[src/rtl/spi_byte_master.sv]
// SPI mode-0 byte master: one byte per start, MSB first, optional CS_n hold across bytes.
// Latency: CS_SETUP (first byte only) + 16*CLK_DIV + CS_HOLD (last byte only) clocks to done.
// Backpressure: start is ignored while busy; the caller waits for done before the next start.
module spi_byte_master #(
  parameter int CLK_DIV  = 2,
  parameter int CS_SETUP = 2,
  parameter int CS_HOLD  = 2
) (
  input  logic       clk,
  input  logic       rst,
  input  logic       start,
  input  logic [7:0] tx_byte,
  input  logic       last,
  output logic       busy,
  output logic       done,
  output logic [7:0] rx_byte,
  output logic       spi_cs_n,
  output logic       spi_sck,
  output logic       spi_mosi,
  input  logic       spi_miso
);

  typedef enum logic [1:0] {IDLE, SETUP, SHIFT, HOLD} state_t;

  localparam logic [7:0] DIV_M1   = 8'(CLK_DIV - 1);
  localparam logic [7:0] SETUP_M1 = 8'(CS_SETUP - 1);
  localparam logic [7:0] HOLD_M1  = 8'(CS_HOLD - 1);

  state_t     state;
  logic [7:0] half_cnt;  // also times the SETUP and HOLD phases
  logic [3:0] bit_cnt;
  logic [7:0] tx_sr;
  logic [7:0] rx_sr;
  logic       last_q;

  // Single FSM: every output is a register updated here.
  always_ff @(posedge clk) begin
    if (rst) begin
      state    <= IDLE;
      half_cnt <= '0;
      bit_cnt  <= '0;
      tx_sr    <= '0;
      rx_sr    <= '0;
      last_q   <= 1'b0;
      busy     <= 1'b0;
      done     <= 1'b0;
      rx_byte  <= '0;
      spi_cs_n <= 1'b1;
      spi_sck  <= 1'b0;
      spi_mosi <= 1'b0;
    end else begin
      done <= 1'b0;
      case (state)
        IDLE: begin
          if (start) begin
            tx_sr    <= tx_byte;
            last_q   <= last;
            busy     <= 1'b1;
            half_cnt <= '0;
            bit_cnt  <= '0;
            if (spi_cs_n) begin
              // Fresh selection: give the slave setup time before clocking.
              state    <= SETUP;
              spi_cs_n <= 1'b0;
            end else begin
              // CS_n still held from the previous byte: clock immediately.
              state    <= SHIFT;
              spi_mosi <= tx_byte[7];
            end
          end
        end
        SETUP: begin
          if (half_cnt == SETUP_M1) begin
            state    <= SHIFT;
            half_cnt <= '0;
            spi_mosi <= tx_sr[7];
          end else begin
            half_cnt <= half_cnt + 8'd1;
          end
        end
        SHIFT: begin
          if (half_cnt == DIV_M1) begin
            half_cnt <= '0;
            if (!spi_sck) begin
              // Rising edge: sample MISO.
              spi_sck <= 1'b1;
              rx_sr   <= {rx_sr[6:0], spi_miso};
            end else begin
              // Falling edge: next MOSI bit, or leave after the 8th period.
              spi_sck <= 1'b0;
              if (bit_cnt == 4'd7) begin
                bit_cnt <= '0;
                if (last_q) begin
                  state <= HOLD;
                end else begin
                  state   <= IDLE;
                  done    <= 1'b1;
                  busy    <= 1'b0;
                  rx_byte <= rx_sr;
                end
              end else begin
                bit_cnt  <= bit_cnt + 4'd1;
                tx_sr    <= {tx_sr[6:0], 1'b0};
                spi_mosi <= tx_sr[6];
              end
            end
          end else begin
            half_cnt <= half_cnt + 8'd1;
          end
        end
        HOLD: begin
          if (half_cnt == HOLD_M1) begin
            state    <= IDLE;
            half_cnt <= '0;
            spi_cs_n <= 1'b1;
            spi_mosi <= 1'b0;
            done     <= 1'b1;
            busy     <= 1'b0;
            rx_byte  <= rx_sr;
          end else begin
            half_cnt <= half_cnt + 8'd1;
          end
        end
        default: state <= IDLE;
      endcase
    end
  end

endmodule
[config.mk]
export PLATFORM = sky130hd
export DESIGN_NAME = spi_byte_master
export DESIGN_NICKNAME = d
export VERILOG_FILES = /design/src/rtl/spi_byte_master.sv
export SDC_FILE = /design/constraint.sdc
export NUM_CORES = 1
export LEC_CHECK = 0
export BUFFER_PORTS_ARGS = -buffer_cell sky130_fd_sc_hd__buf_2
export CAP_MARGIN = 10
export CORE_UTILIZATION = 40
export DETAILED_ROUTE_END_ITERATION = 6
export GPL_TIMING_DRIVEN = 0
export MAX_ROUTING_LAYER = met4
export PLACE_DENSITY = 0.61
export SLEW_MARGIN = 30
export SYNTH_ARGS = -nofsm -noshare
export SYNTH_HDL_FRONTEND = slang
export SYNTH_SLANG_ARGS = --single-unit
[constraint.sdc]
create_clock -name clk -period 2.4 [get_ports clk]
set_input_delay 0.12 -clock clk [delete_from_list [all_inputs] [get_ports clk]]
set_output_delay 0.12 -clock clk [all_outputs]
set_load 0.05 [all_outputs]
==> results of run 1 <==
==> kinds of logic after synthesis <==
logic type / after synthesis
compound gates: 53
xor+xnor: 1
fa+ha+maj: 3
buf+inv: 18
flops: 44
mux: 29
simple gates: 89
==> registers in the layout, summed over array words and instances, names as in the netlist, 2 cells and up <==
| name | flops |
|---|---|
| half_cnt | 8 |
| rx_byte | 8 |
| rx_sr | 8 |
| tx_sr | 8 |
| bit_cnt | 4 |
| state | 2 |
==> how the worst min path moves through the flow <==
stage	start	to	slack, ns
floorplan	last	last_q	0.26
global placement	last	last_q	0.37
detailed placement	last	last_q	0.37
CTS	last	last_q	0.06
global route	spi_miso	rx_sr[0]	0.08
finish	last	last_q	0.05
==> final cells by class <==
type	count	area, um^2
multi-input combinational	175	1156
clock buffer	6	82.58
clock inverter	2	38.79
inverter	3	11.26
timing repair buffer	24	120.1
fill	513	2666
tap	70	87.58
sequential	44	880.8
buffer	14	63.81
==> stage by stage <==
stage / instance area, um^2 / total power, mW / utilization (%) / worst slack [ns]
6_report: 2441 / 1.906 / 47.80 / 0.1653
5_1_grt: 2441 / 2.014 / 47.80 / 0.06571
4_1_cts: 2442 / 1.920 / 47.82 / 0.03944
3_5_place_dp: 2321 / 1.308 / 45.44 / 0.07396
3_3_place_gp: 2321 / 1.306 / 45.44 / 0.08195
2_1_floorplan: 2113 / 1.189 / - / 0.2116
==> layout by cell type, fill, tap and decap left out, types with 3 or more instances in the layout <==
master	Yosys	final
nand4b_1	3	3
a211oi_1	8	8
a21oi_1	20	20
dfxtp_1	44	44
nor3_1	7	7
ha_1	3	3
mux2i_1	29	29
inv_1	3	3
o21ai_0	7	7
nand2_1	26	26
or4_1	3	3
a31oi_1	5	5
nor2_1	20	19
buf_4	3	3
clkbuf_1	12	11
nand3_1	4	4
or3_1	6	6
clkbuf_8	0	6
buf_2	0	24
==> routing by layer <==
metal | track usage (%) | wire [um] | up-vias
met2 | 25.93 | 2014 | 41
met4 | 7.128 | 66 | 0
met1 | 25.89 | 2317 | 835
met5 | - | 0 | -
met3 | 4.016 | 211 | 6
li1 | - | - | 931
==> power by group through the flow <==
stage / Clock [mW] / Combinational (mW) / Sequential (mW)
final: 0.613 / 0.466 / 0.827
after global routing: 0.658 / 0.520 / 0.836
after CTS: 0.625 / 0.468 / 0.827
after detailed placement: 0 / 0.465 / 0.844
after global placement: 0 / 0.464 / 0.841
after floorplan: 0 / 0.322 / 0.867
==> critical path, delay by kind of cell (launching register included) <==
family                     cells  cell delay, ns
adders and majority gates      1            0.20
muxes                          1            0.16
and+or+nand+nor                3            1.11
DFF                            1            0.44
buffers and inverters          1            0.20
==> repair_timing <==
| item | CTS | global route |
|---|---|---|
| setup endpoints to repair | 0 | 15 |
| hold endpoints to repair | 0 | 0 |
| resized for setup | 0 | 1 |
==> key figures, run 1 <==
Outcome
  – Outcome: complete, no violations

Critical path
  – Cell Chain, Critical Path: ha_1 > or4b_4 > or4_1 > buf_4 > mux2i_1 > nor2_1
  – CP Launch Type: flop
  – Crit. Startpoint: half_cnt[0]
  – Critical Path End: rx_sr[6]
  – Reg2reg start: half_cnt[0]
  – Flop-to-flop setup slack: 0.17 ns
  – Crit Path Class: reg2reg
  – R2R depth: 6
  – Req. time, crit path: 2.58 ns
  – Worst path slowest cell: or4_1
  – CP max stage delay: 0.54 ns
  – R2r endpoint: rx_sr[6]
  – CP endpoint kind: flop
  – Crit path arrival time: 2.42 ns
  – CP Max Fanout: 8

Yosys
  – Count leader, synth: dfxtp_1
  – XOR/XNOR Fraction of Synth Area: 0.4144%
  – Post-synth EDFFs: 0
  – Top cells by area, synth: dfxtp_1 (42%), mux2i_1 (14%), a21oi_1 (4.7%), nand2_1 (4.6%), nor2_1 (3.6%)
  – Simple-Gate Fraction of Synth Area: 22.14%
  – Syn Area/Cell: 8.917 um^2
  – Post-synthesis instance total: 237
  – Cell variety after synth: 42
  – Sequential area share after synthesis: 41.68%
  – Yosys top cell area share: 41.68%
  – Dominant cell type by area after synthesis: dfxtp_1
  – Yosys reg bits: 44
  – Most frequent cells after synthesis: dfxtp_1 (44), mux2i_1 (29), nand2_1 (26), a21oi_1 (20), nor2_1 (20)
  – Synth Flop Type: dfxtp_1
  – Synthesized-area fraction occupied by adder cells: 1.776%
  – Fraction of registers with async set/reset: 0%
  – YS warnings: 0
  – Synth Area in Compound Gates: 16.52%
  – Largest family of logic cells by synthesized area: simple AND/OR/NAND/NOR gates
  – Post-Syn Area: 2113 um^2
  – Post-Syn Nets: 253
  – Mux share of post-synthesis cell area: 13.74%

Floorplanning
  – Die Ht: 74.69 um
  – Die area: 5578 um^2
  – Initial core utilization: 41.38%
  – IO Pins: 26
  – Cell Rows: 26
  – Core area: 5107 um^2
  – Die Wd: 74.69 um

Min path
  – Hold-critical path depth: 3
  – Hold Path Class: in2reg

Clocking
  – Clock Sinks: 44
  – CTS H-tree lvls: 2
  – Skew-Pair Late Insertion Delay: 0.31 ns
  – CTS Hold Bufs: 0
  – Root Buffer: clkbuf_8
  – CTS Buffer Depth: 2
  – Post-CTS Setup Bufs: 0
  – Inserted Clock Buffers: 5
  – TritonCTS clock tree: done
  – Clk pin slew, worst setup/hold paths: 0.09 ns

Timing
  – Clock Skew: 0.008164 ns
  – Hold slack: 0.05434 ns
  – Slew Viols, Final: 0
  – RSZ-0062 raised after global routing: no
  – Final cycle utilization of the critical path: 93.11%
  – Slew HR: 56.01%
  – Highest clock rate: 0.4475 GHz
  – Final Hold Fails: 0
  – Min Tclk post-route: 2.235 ns
  – Measured slew at the worst slew-check pin: 0.6599 ns
  – Setup-failing EPs final: 0
  – Setup_tns: 0 ns

Drt
  – TritonRoute pass-1 iters: 4
  – DRC viols: 0
  – Antenna-violating nets left: 0
  – Initial DRC count: 95
  – Routed wire per std cell: 13.64 um
  – Via/cell ratio: 5.364
  – Routed Wire Length: 4610 um
  – Detailed-route via count: 1813

Cells and area
  – ANT cells: 0
  – Final nets: 283
  – Area grow syn2layout: 15.51%
  – Non-Filler Instances: 338
  – Share of cells above drive strength 1: 15.67%

Power and ir drop
  – Sequential Power Share: 43.4%
  – Net Sw Frac: 32.26%
  – Pint: 1.291 mW
  – Pwr/cell area: 780.7 nW/um^2
  – Switch Pwr: 0.6148 mW
  – Peak VDD IR: 0.4428 mV
  – Clock power frac: 32.2%
  – Combinational Power Share: 24.5%
  – Leak Pwr: 0.9921 nW

GRT
  – Global route overflow: 0
  – Initial antenna violation count: 0
  – GRT Overall Usage: 18.53%
  – Vias in the first global route: 1563
  – First-pass GRT wire length: 7679 um
  – Largest net degree at the start of global routing: 15

Placed design
  – GP Congestion: 0.8414
  – Final HPWL from detailed placement: 3246 um
  – Buffers on Ports: 24
  – Dpl cells: 331

Flow run
  – Max_cap viols: 0
No activity file was read; power rests on OpenSTA's default activity.
==> run 2, diff against run 1 <==
--- a/config.mk
+++ b/config.mk
@@ -5,6 +5,7 @@
 export SDC_FILE = /design/constraint.sdc
 export NUM_CORES = 1
 export LEC_CHECK = 0
+export ABC_AREA = 1
 export BUFFER_PORTS_ARGS = -buffer_cell sky130_fd_sc_hd__buf_2
 export CAP_MARGIN = 10
 export CORE_UTILIZATION = 40
==> run 2 against run 1 <==
Count of clock-buffer cells in the layout stayed put. Design area is 1.4% lower. Combinational power is 140% higher. Critical endpoint is now rx_byte[2]. Largest cell class unchanged. Largest power group is now combinational logic. Highest routed layer unchanged.
==> key figures, run 2 <==
Outcome
  – Outcome: complete, no violations

Cells and area
  – Final core occ: 49.65% (+1.9 points)
  – Share of cells above drive strength 1: 13.01% (-2.7 points)
  – FILL cells: 513 (unchanged)
  – Final nets: 361 (+28%)
  – Area grow syn2layout: 15.90%
  – ANT cells: 0 (unchanged)
  – Most common cell after layout, fill and taps aside: nand2_1
  – Non-Filler Instances: 413 (+22%)
  – Most frequent cells in the layout: nand2_1 (70), nor2_1 (68), dfxtp_1 (44)

Yosys
  – Post-Syn Nets: 329 (+30%)
  – Mux share of post-synthesis cell area: 0% (-14 points)
  – Dominant cell type by area after synthesis: dfxtp_1
  – Sequential area share after synthesis: 42.41% (+0.73 points)
  – Synthesized-area fraction occupied by adder cells: 1.807% (+0.031 points)
  – Largest family of logic cells by synthesized area: simple AND/OR/NAND/NOR gates
  – Post-synthesis instance total: 313 (+32%)
  – Synth Flop Type: dfxtp_1
  – Syn Area/Cell: 6.636 um^2 (-26%)
  – Top cells by area, synth: dfxtp_1 (42%), nand2_1 (13%), nor2_1 (12%), o21ai_0 (7.2%), inv_1 (6.3%)
  – Cell variety after synth: 23 (-45%)
  – Count leader, synth: nand2_1
  – Post-synth EDFFs: 0 (unchanged)
  – Simple-Gate Fraction of Synth Area: 33.43% (+11 points)
  – Synth Area in Compound Gates: 11.99% (-4.5 points)
  – Post-Syn Area: 2077 um^2 (-1.7%)
  – XOR/XNOR Fraction of Synth Area: 0.8434% (+0.43 points)
  – Yosys top cell area share: 42.41% (+0.73 points)
  – Yosys reg bits: 44 (unchanged)
  – Most frequent cells after synthesis: nand2_1 (70), nor2_1 (68), dfxtp_1 (44), inv_1 (35), o21ai_0 (30)
  – YS warnings: 0 (unchanged)
  – Fraction of registers with async set/reset: 0% (unchanged)

Power and ir drop
  – Clock power frac: 22.2% (-10 points)
  – Combinational Power Share: 42.0% (+18 points)
  – Tot Pwr: 2.713 mW (+42%)
  – Leak Pwr: 1.143 nW (+15%)
  – Switch Pwr: 1.137 mW (+85%)
  – Net Sw Frac: 41.89% (+9.6 points)
  – Peak VDD IR: 0.4635 mV (+4.7%)
  – Sequential Power Share: 35.9% (-7.5 points)
  – Pwr/cell area: 1127 nW/um^2 (+44%)
  – Pint: 1.577 mW (+22%)

Floorplanning
  – Core area: 4848 um^2 (-5.1%)
  – Initial core utilization: 42.84% (+1.5 points)
  – Die Wd: 74.06 um (-0.84%)
  – IO Pins: 26 (unchanged)
  – Die Ht: 74.06 um (-0.84%)
  – Cell Rows: 25 (-3.8%)
  – Die area: 5485 um^2 (-1.7%)

Timing
  – Setup-failing EPs final: 0 (unchanged)
  – Slew Viols, Final: 0 (unchanged)
  – RSZ-0062 raised after global routing: no
  – Setup_tns: 0 ns (unchanged)
  – Clock Skew: 0.006168 ns (-0.001996 ns)
  – Final Hold Fails: 0 (unchanged)
  – Highest clock rate: 0.5305 GHz (+19%)
  – Min Tclk post-route: 1.885 ns (-0.3499 ns)
  – Slew HR: 60.88% (+4.9 points)
  – Final cycle utilization of the critical path: 78.54% (-15 points)
  – Measured slew at the worst slew-check pin: 0.5846 ns (-0.07530 ns)

Clocking
  – Skew-Pair Late Insertion Delay: 0.29 ns (-0.02 ns)
  – TritonCTS clock tree: done
  – CTS Buffer Depth: 2 (unchanged)
  – Inserted Clock Buffers: 5 (unchanged)
  – Post-CTS Setup Bufs: 0 (unchanged)
  – Root Buffer: clkbuf_8
  – CTS Hold Bufs: 0 (unchanged)
  – CTS H-tree lvls: 2 (unchanged)
  – Clock Sinks: 44 (unchanged)
  – Post-cts sizing count: 0 (unchanged)
  – Clk pin slew, worst setup/hold paths: 0.09 ns (about the same)

Critical path
  – Cell Chain, Critical Path: inv_1 > ha_1 > nand3_1 > nor2_1 > nand3_1 > inv_1 > nor2_1 > nor2_1
  – Most frequent CP cell: nor2_1
  – Crit path arrival time: 2.12 ns (-0.30 ns)
  – Reg2reg start: half_cnt[1]
  – Crit Path Class: reg2reg
  – Crit. Startpoint: half_cnt[1]
  – CP Launch Type: flop
  – Flop-to-flop setup slack: 0.52 ns (+0.35 ns)
  – R2R depth: 8 (+2)
  – CP Max Fanout: 10 (+2)
  – Req. time, crit path: 2.63 ns (+0.05 ns)
  – Worst path slowest cell: nand3_1
  – Critical Path End: rx_byte[2]
  – CP max stage delay: 0.37 ns (-0.17 ns)
  – R2r endpoint: rx_byte[2]
  – CP endpoint kind: flop

GRT
  – First-pass GRT wire length: 7803 um (+1.6%)
  – GRT Overall Usage: 18.86% (+0.33 points)
  – Global route overflow: 0 (unchanged)
  – Largest net degree at the start of global routing: 15 (unchanged)
  – Vias in the first global route: 1784 (+14%)
  – Initial antenna violation count: 0 (unchanged)

Placed design
  – Final HPWL from detailed placement: 3350 um (+3.2%)
  – GP Congestion: 0.8003 (-4.9%)
  – Buffers on Ports: 25 (+4.2%)
  – Dpl cells: 405 (+22%)

Drt
  – DRC viols: 0 (unchanged)
  – Via/cell ratio: 4.828 (-10%)
  – Initial DRC count: 143 (+51%)
  – TritonRoute pass-1 iters: 4 (unchanged)
  – Antenna-violating nets left: 0 (unchanged)
  – Routed Wire Length: 4630 um (+0.43%)
  – Detailed-route via count: 1994 (+10%)
  – Routed wire per std cell: 11.21 um (-18%)

Flow run
  – Max_cap viols: 0 (unchanged)

Min path
  – Hold Path Class: in2reg
==> run 2: metrics by stage <==
stage | hold slack (ns) | area, um^2 | setup WS [ns]
after floorplan | 0.1891 | 2077 | 0.8996
after global placement | 0.3340 | 2286 | 0.5790
after detailed placement | 0.3270 | 2286 | 0.5822
after CTS | 0.01304 | 2407 | 0.5505
after global routing | 0.01147 | 2407 | 0.3281
final | 0.02383 | 2407 | 0.5151
==> run 2: power by group through the flow <==
stage,Clock (mW),Combinational [mW],Sequential (mW)
6_report,0.602,1.14,0.973
5_1_grt,0.639,1.31,0.988
4_1_cts,0.612,1.14,0.972
3_5_place_dp,0,1.13,0.989
3_3_place_gp,0,1.12,0.988
2_1_floorplan,0,0.797,1.07
==> run 2: kinds of logic after synthesis <==
| family | after synthesis |
|---|---|
| compound gates | 49 |
| xor+xnor | 2 |
| fa+ha+maj | 3 |
| buf+inv | 46 |
| flops | 44 |
| simple gates | 169 |
==> run 2: critical path: cells and delay by family, from the launching register on <==
| kind | cells | cell delay (ns) |
|---|---|---|
| and+or+nand+nor | 5 | 0.92 |
| buffers and inverters | 2 | 0.42 |
| DFF | 1 | 0.32 |
| adders and majority gates | 1 | 0.17 |
==> run 2: final cells by class <==
class	count	area, um^2	share of cell area (%)
multi-input combinational	223	998.5	41.48
timing repair buffer	25	125.1	5.198
sequential	44	880.8	36.59
clock inverter	2	38.79	1.611
clock buffer	6	82.58	3.430
tap	67	83.83	3.482
buffer	7	51.30	2.131
inverter	39	146.4	6.081
==> run 2: worst min-delay path by stage <==
stage	startpoint	to	depth (start not counted)
global route	rst	spi_sck	2
floorplan	rst	spi_sck	1
CTS	rst	spi_sck	2
detailed placement	rst	spi_sck	2
finish	rst	tx_sr[0]	2
global placement	rst	tx_sr[0]	2
==> run 2: layer usage <==
| layer | wire (um) | global-route usage (%) | up-vias |
|---|---|---|---|
| li1 | - | - | 1054 |
| met1 | 2305 | 24.31 | 901 |
| met2 | 2131 | 30.20 | 37 |
| met3 | 170 | 3.659 | 2 |
| met4 | 22 | 4.915 | 0 |
| met5 | 0 | - | - |
==> run 3, diff against run 2 <==
--- a/config.mk
+++ b/config.mk
@@ -12,7 +12,7 @@
 export DETAILED_ROUTE_END_ITERATION = 6
 export GPL_TIMING_DRIVEN = 0
 export MAX_ROUTING_LAYER = met4
-export PLACE_DENSITY = 0.61
+export PLACE_DENSITY = 0.63
 export SLEW_MARGIN = 30
 export SYNTH_ARGS = -nofsm -noshare
 export SYNTH_HDL_FRONTEND = slang
==> constraint.sdc (replaced) <==
create_clock -name clk -period 1.6 [get_ports clk]
set_input_delay 0.08 -clock clk [delete_from_list [all_inputs] [get_ports clk]]
set_output_delay 0.08 -clock clk [all_outputs]
set_load 0.05 [all_outputs]
==> run 3 against run 2 <==
Fmax is 24% higher. Count of clock-buffer cells in the layout is 1 higher. Critical path depth is 2 higher.
==> key figures, run 3 (same netlist as run 2, synthesis figures left out) <==
GRT
  – Vias in the first global route: 1713 (-4.0%)
  – First-pass GRT wire length: 7797 um (about the same)
  – Initial antenna violation count: 0 (unchanged)
  – GRT Overall Usage: 19.46% (+0.60 points)
  – Largest net degree at the start of global routing: 14 (-1)
  – Global route overflow: 0 (unchanged)

Timing
  – Measured slew at the worst slew-check pin: 0.5447 ns (-0.03990 ns)
  – Setup-failing EPs final: 0 (unchanged)
  – Highest clock rate: 0.6593 GHz (+24%)
  – Final cycle utilization of the critical path: 94.80% (+16 points)
  – Slew HR: 63.69% (+2.8 points)
  – Clock Skew: 0.004480 ns (-0.001688 ns)
  – Final Hold Fails: 0 (unchanged)
  – Hold slack: 0.03232 ns (+0.008492 ns)
  – RSZ-0062 raised after global routing: yes
  – Setup_tns: 0 ns (unchanged)
  – Slew Viols, Final: 0 (unchanged)
  – Min Tclk post-route: 1.517 ns (-0.3681 ns)

Power and ir drop
  – Net Sw Frac: 42.25% (+0.35 points)
  – Pint: 2.517 mW (+60%)
  – Clock power frac: 21.4% (-0.8 points)
  – Combinational Power Share: 44.7% (+2.7 points)
  – Sequential Power Share: 33.9% (-2.0 points)
  – Peak VDD IR: 0.8883 mV (+92%)
  – Switch Pwr: 1.841 mW (+62%)
  – Tot Pwr: 4.359 mW (+61%)
  – Leak Pwr: 1.183 nW (+3.5%)
  – Pwr/cell area: 1701 nW/um^2 (+51%)

Cells and area
  – Reg area: 884.6 um^2 (+0.43%)
  – ANT cells: 0 (unchanged)
  – Most frequent cells in the layout: nand2_1 (67), nor2_1 (62), dfxtp_1 (43)
  – Multi-input logic area: 1092 um^2 (+9.4%)
  – FILL cells: 496 (-3.3%)
  – Area grow syn2layout: 23.37%
  – Most common cell after layout, fill and taps aside: nand2_1
  – Share of cells above drive strength 1: 19.26% (+6.3 points)
  – Final nets: 368 (+1.9%)

Critical path
  – CP Max Fanout: 10 (unchanged)
  – Worst path slowest cell: dfxtp_1
  – Flop-to-flop setup slack: 0.08 ns (-0.43 ns)
  – Crit path buffers/inverters: 2 (unchanged)
  – R2r endpoint: tx_sr[6]
  – Levels on crit path: 10 (+2)
  – CP max stage delay: 0.33 ns (-0.04 ns)
  – Reg2reg start: half_cnt[1]
  – Family with the most delay on the worst path: simple AND/OR/NAND/NOR gates
  – R2R depth: 10 (+2)
  – CP endpoint kind: flop
  – Crit path arrival time: 1.71 ns (-0.41 ns)
  – CP Launch Type: flop
  – Req. time, crit path: 1.79 ns (-0.84 ns)
  – Cell Chain, Critical Path: inv_2 > ha_2 > nand2_1 > nor2_2 > nand2_4 > nand2_4 > nand3_4 > buf_6 > nor2_1 > nor2_1
  – Crit Path Class: reg2reg

Clocking
  – Clock Sinks: 44 (unchanged)
  – Skew-Pair Late Insertion Delay: 0.29 ns (about the same)
  – Clk pin slew, worst setup/hold paths: 0.08 ns (about the same)
  – TritonCTS clock tree: done
  – Inserted Clock Buffers: 5 (unchanged)
  – Root Buffer: clkbuf_8
  – CTS Buffer Depth: 2 (unchanged)
  – CTS H-tree lvls: 2 (unchanged)

Outcome
  – Outcome: complete, no violations

Flow run
  – Max_cap viols: 0 (unchanged)

Placed design
  – Final HPWL from detailed placement: 3376 um (+0.77%)
  – Buffers on Ports: 25 (unchanged)
  – GP Congestion: 0.8527 (+6.5%)

Drt
  – DRC viols: 0 (unchanged)
  – Routed Wire Length: 5010 um (+8.2%)
  – TritonRoute pass-1 iters: 4 (unchanged)
  – Routed wire per std cell: 11.93 um (+6.4%)
  – Via/cell ratio: 4.945 (+2.4%)
  – Antenna-violating nets left: 0 (unchanged)
  – Initial DRC count: 123 (-14%)
  – Detailed-route via count: 2077 (+4.2%)

Floorplanning
  – Cell Rows: 25 (unchanged)
  – IO Pins: 26 (unchanged)
  – Die Wd: 74.06 um (unchanged)
  – Die Ht: 74.06 um (unchanged)
  – Die area: 5485 um^2 (unchanged)
  – Initial core utilization: 42.84% (unchanged)
  – Core area: 4848 um^2 (unchanged)

Min path
  – Hold Path Class: in2reg
  – Hold Startpoint: last
  – Worst Hold End: last_q
  – Hold-critical path depth: 3 (+1)
==> run 3: cell types whose count changed in the layout (fill, tap and decap cells not counted), sizes merged <==
| cell | delta |
|---|---|
| buf | +4 |
| clkbuf | +1 |
| clkinv | -1 |
| dlygate4sd3 | +2 |
| nand3 | +1 |
==> run 3: routing by layer <==
layer	global-route usage (%)	up-vias	wire [um]	part of all wire [%]
met1	24.67	948	2309	46
met2	29.39	54	2346	47
met3	4.878	4	288	5.7
li1	-	1071	-	-
met5	-	-	0	0
met4	8.120	0	65	1.3
==> run 3: per-stage QoR <==
step / setup WS [ns] / cell area [um^2] / util, % / std cells
2_1_floorplan: 0.09960 / 2077 / - / 313
3_3_place_gp: -0.2039 / 2286 / 47.15 / 405
3_5_place_dp: -0.2297 / 2286 / 47.15 / 405
4_1_cts: -0.01294 / 2472 / 50.99 / 417
5_1_grt: -0.02003 / 2562 / 52.85 / 420
6_report: 0.08327 / 2562 / 52.85 / 420
==> run 3: timing repair <==
| action | 4_1_cts | 5_1_grt |
|---|---|---|
| hold endpoints to repair | 3 | 0 |
| pin swaps | 1 | 6 |
| gates cloned | 0 | 1 |
| setup buffers | 2 | 2 |
| resized for setup | 7 | 22 |
| hold buffers | 2 | 0 |
| setup endpoints to repair | 27 | 36 |
==> run 3: power groups by stage <==
stage,sequential [mW],combinational [mW],clock [mW]
3_3_place_gp,1.48,1.68,0
3_5_place_dp,1.48,1.70,0
6_report,1.48,1.95,0.933
2_1_floorplan,1.61,1.20,0
5_1_grt,1.50,2.19,1.00
4_1_cts,1.46,1.80,0.960
==> run 3: cell type report <==
cell class                 count  area share, %
clock inverter                 1          1.172
multi-input combinational    224          42.63
clock buffer                   7          3.760
buffer                         7          2.002
tap                           67          3.271
sequential                    44          34.52
inverter                      39          5.811
timing repair buffer          31          6.836
==> run 3: worst max-delay path by stage <==
stage,to,slack (ns),from
after detailed placement,rx_byte[1],-0.23,half_cnt[1]
after global routing,tx_sr[7],-0.02,half_cnt[4]
after floorplan,tx_sr[2],0.1,spi_sck
after CTS,tx_sr[6],-0.01,half_cnt[1]
after global placement,rx_byte[4],-0.20,half_cnt[1]
final,tx_sr[6],0.08,half_cnt[1]
==> run 3: worst min-delay path, stage by stage <==
cell and delay (ns):
buf_2 0.09, inv_1 0.05, a21oi_1 0.05
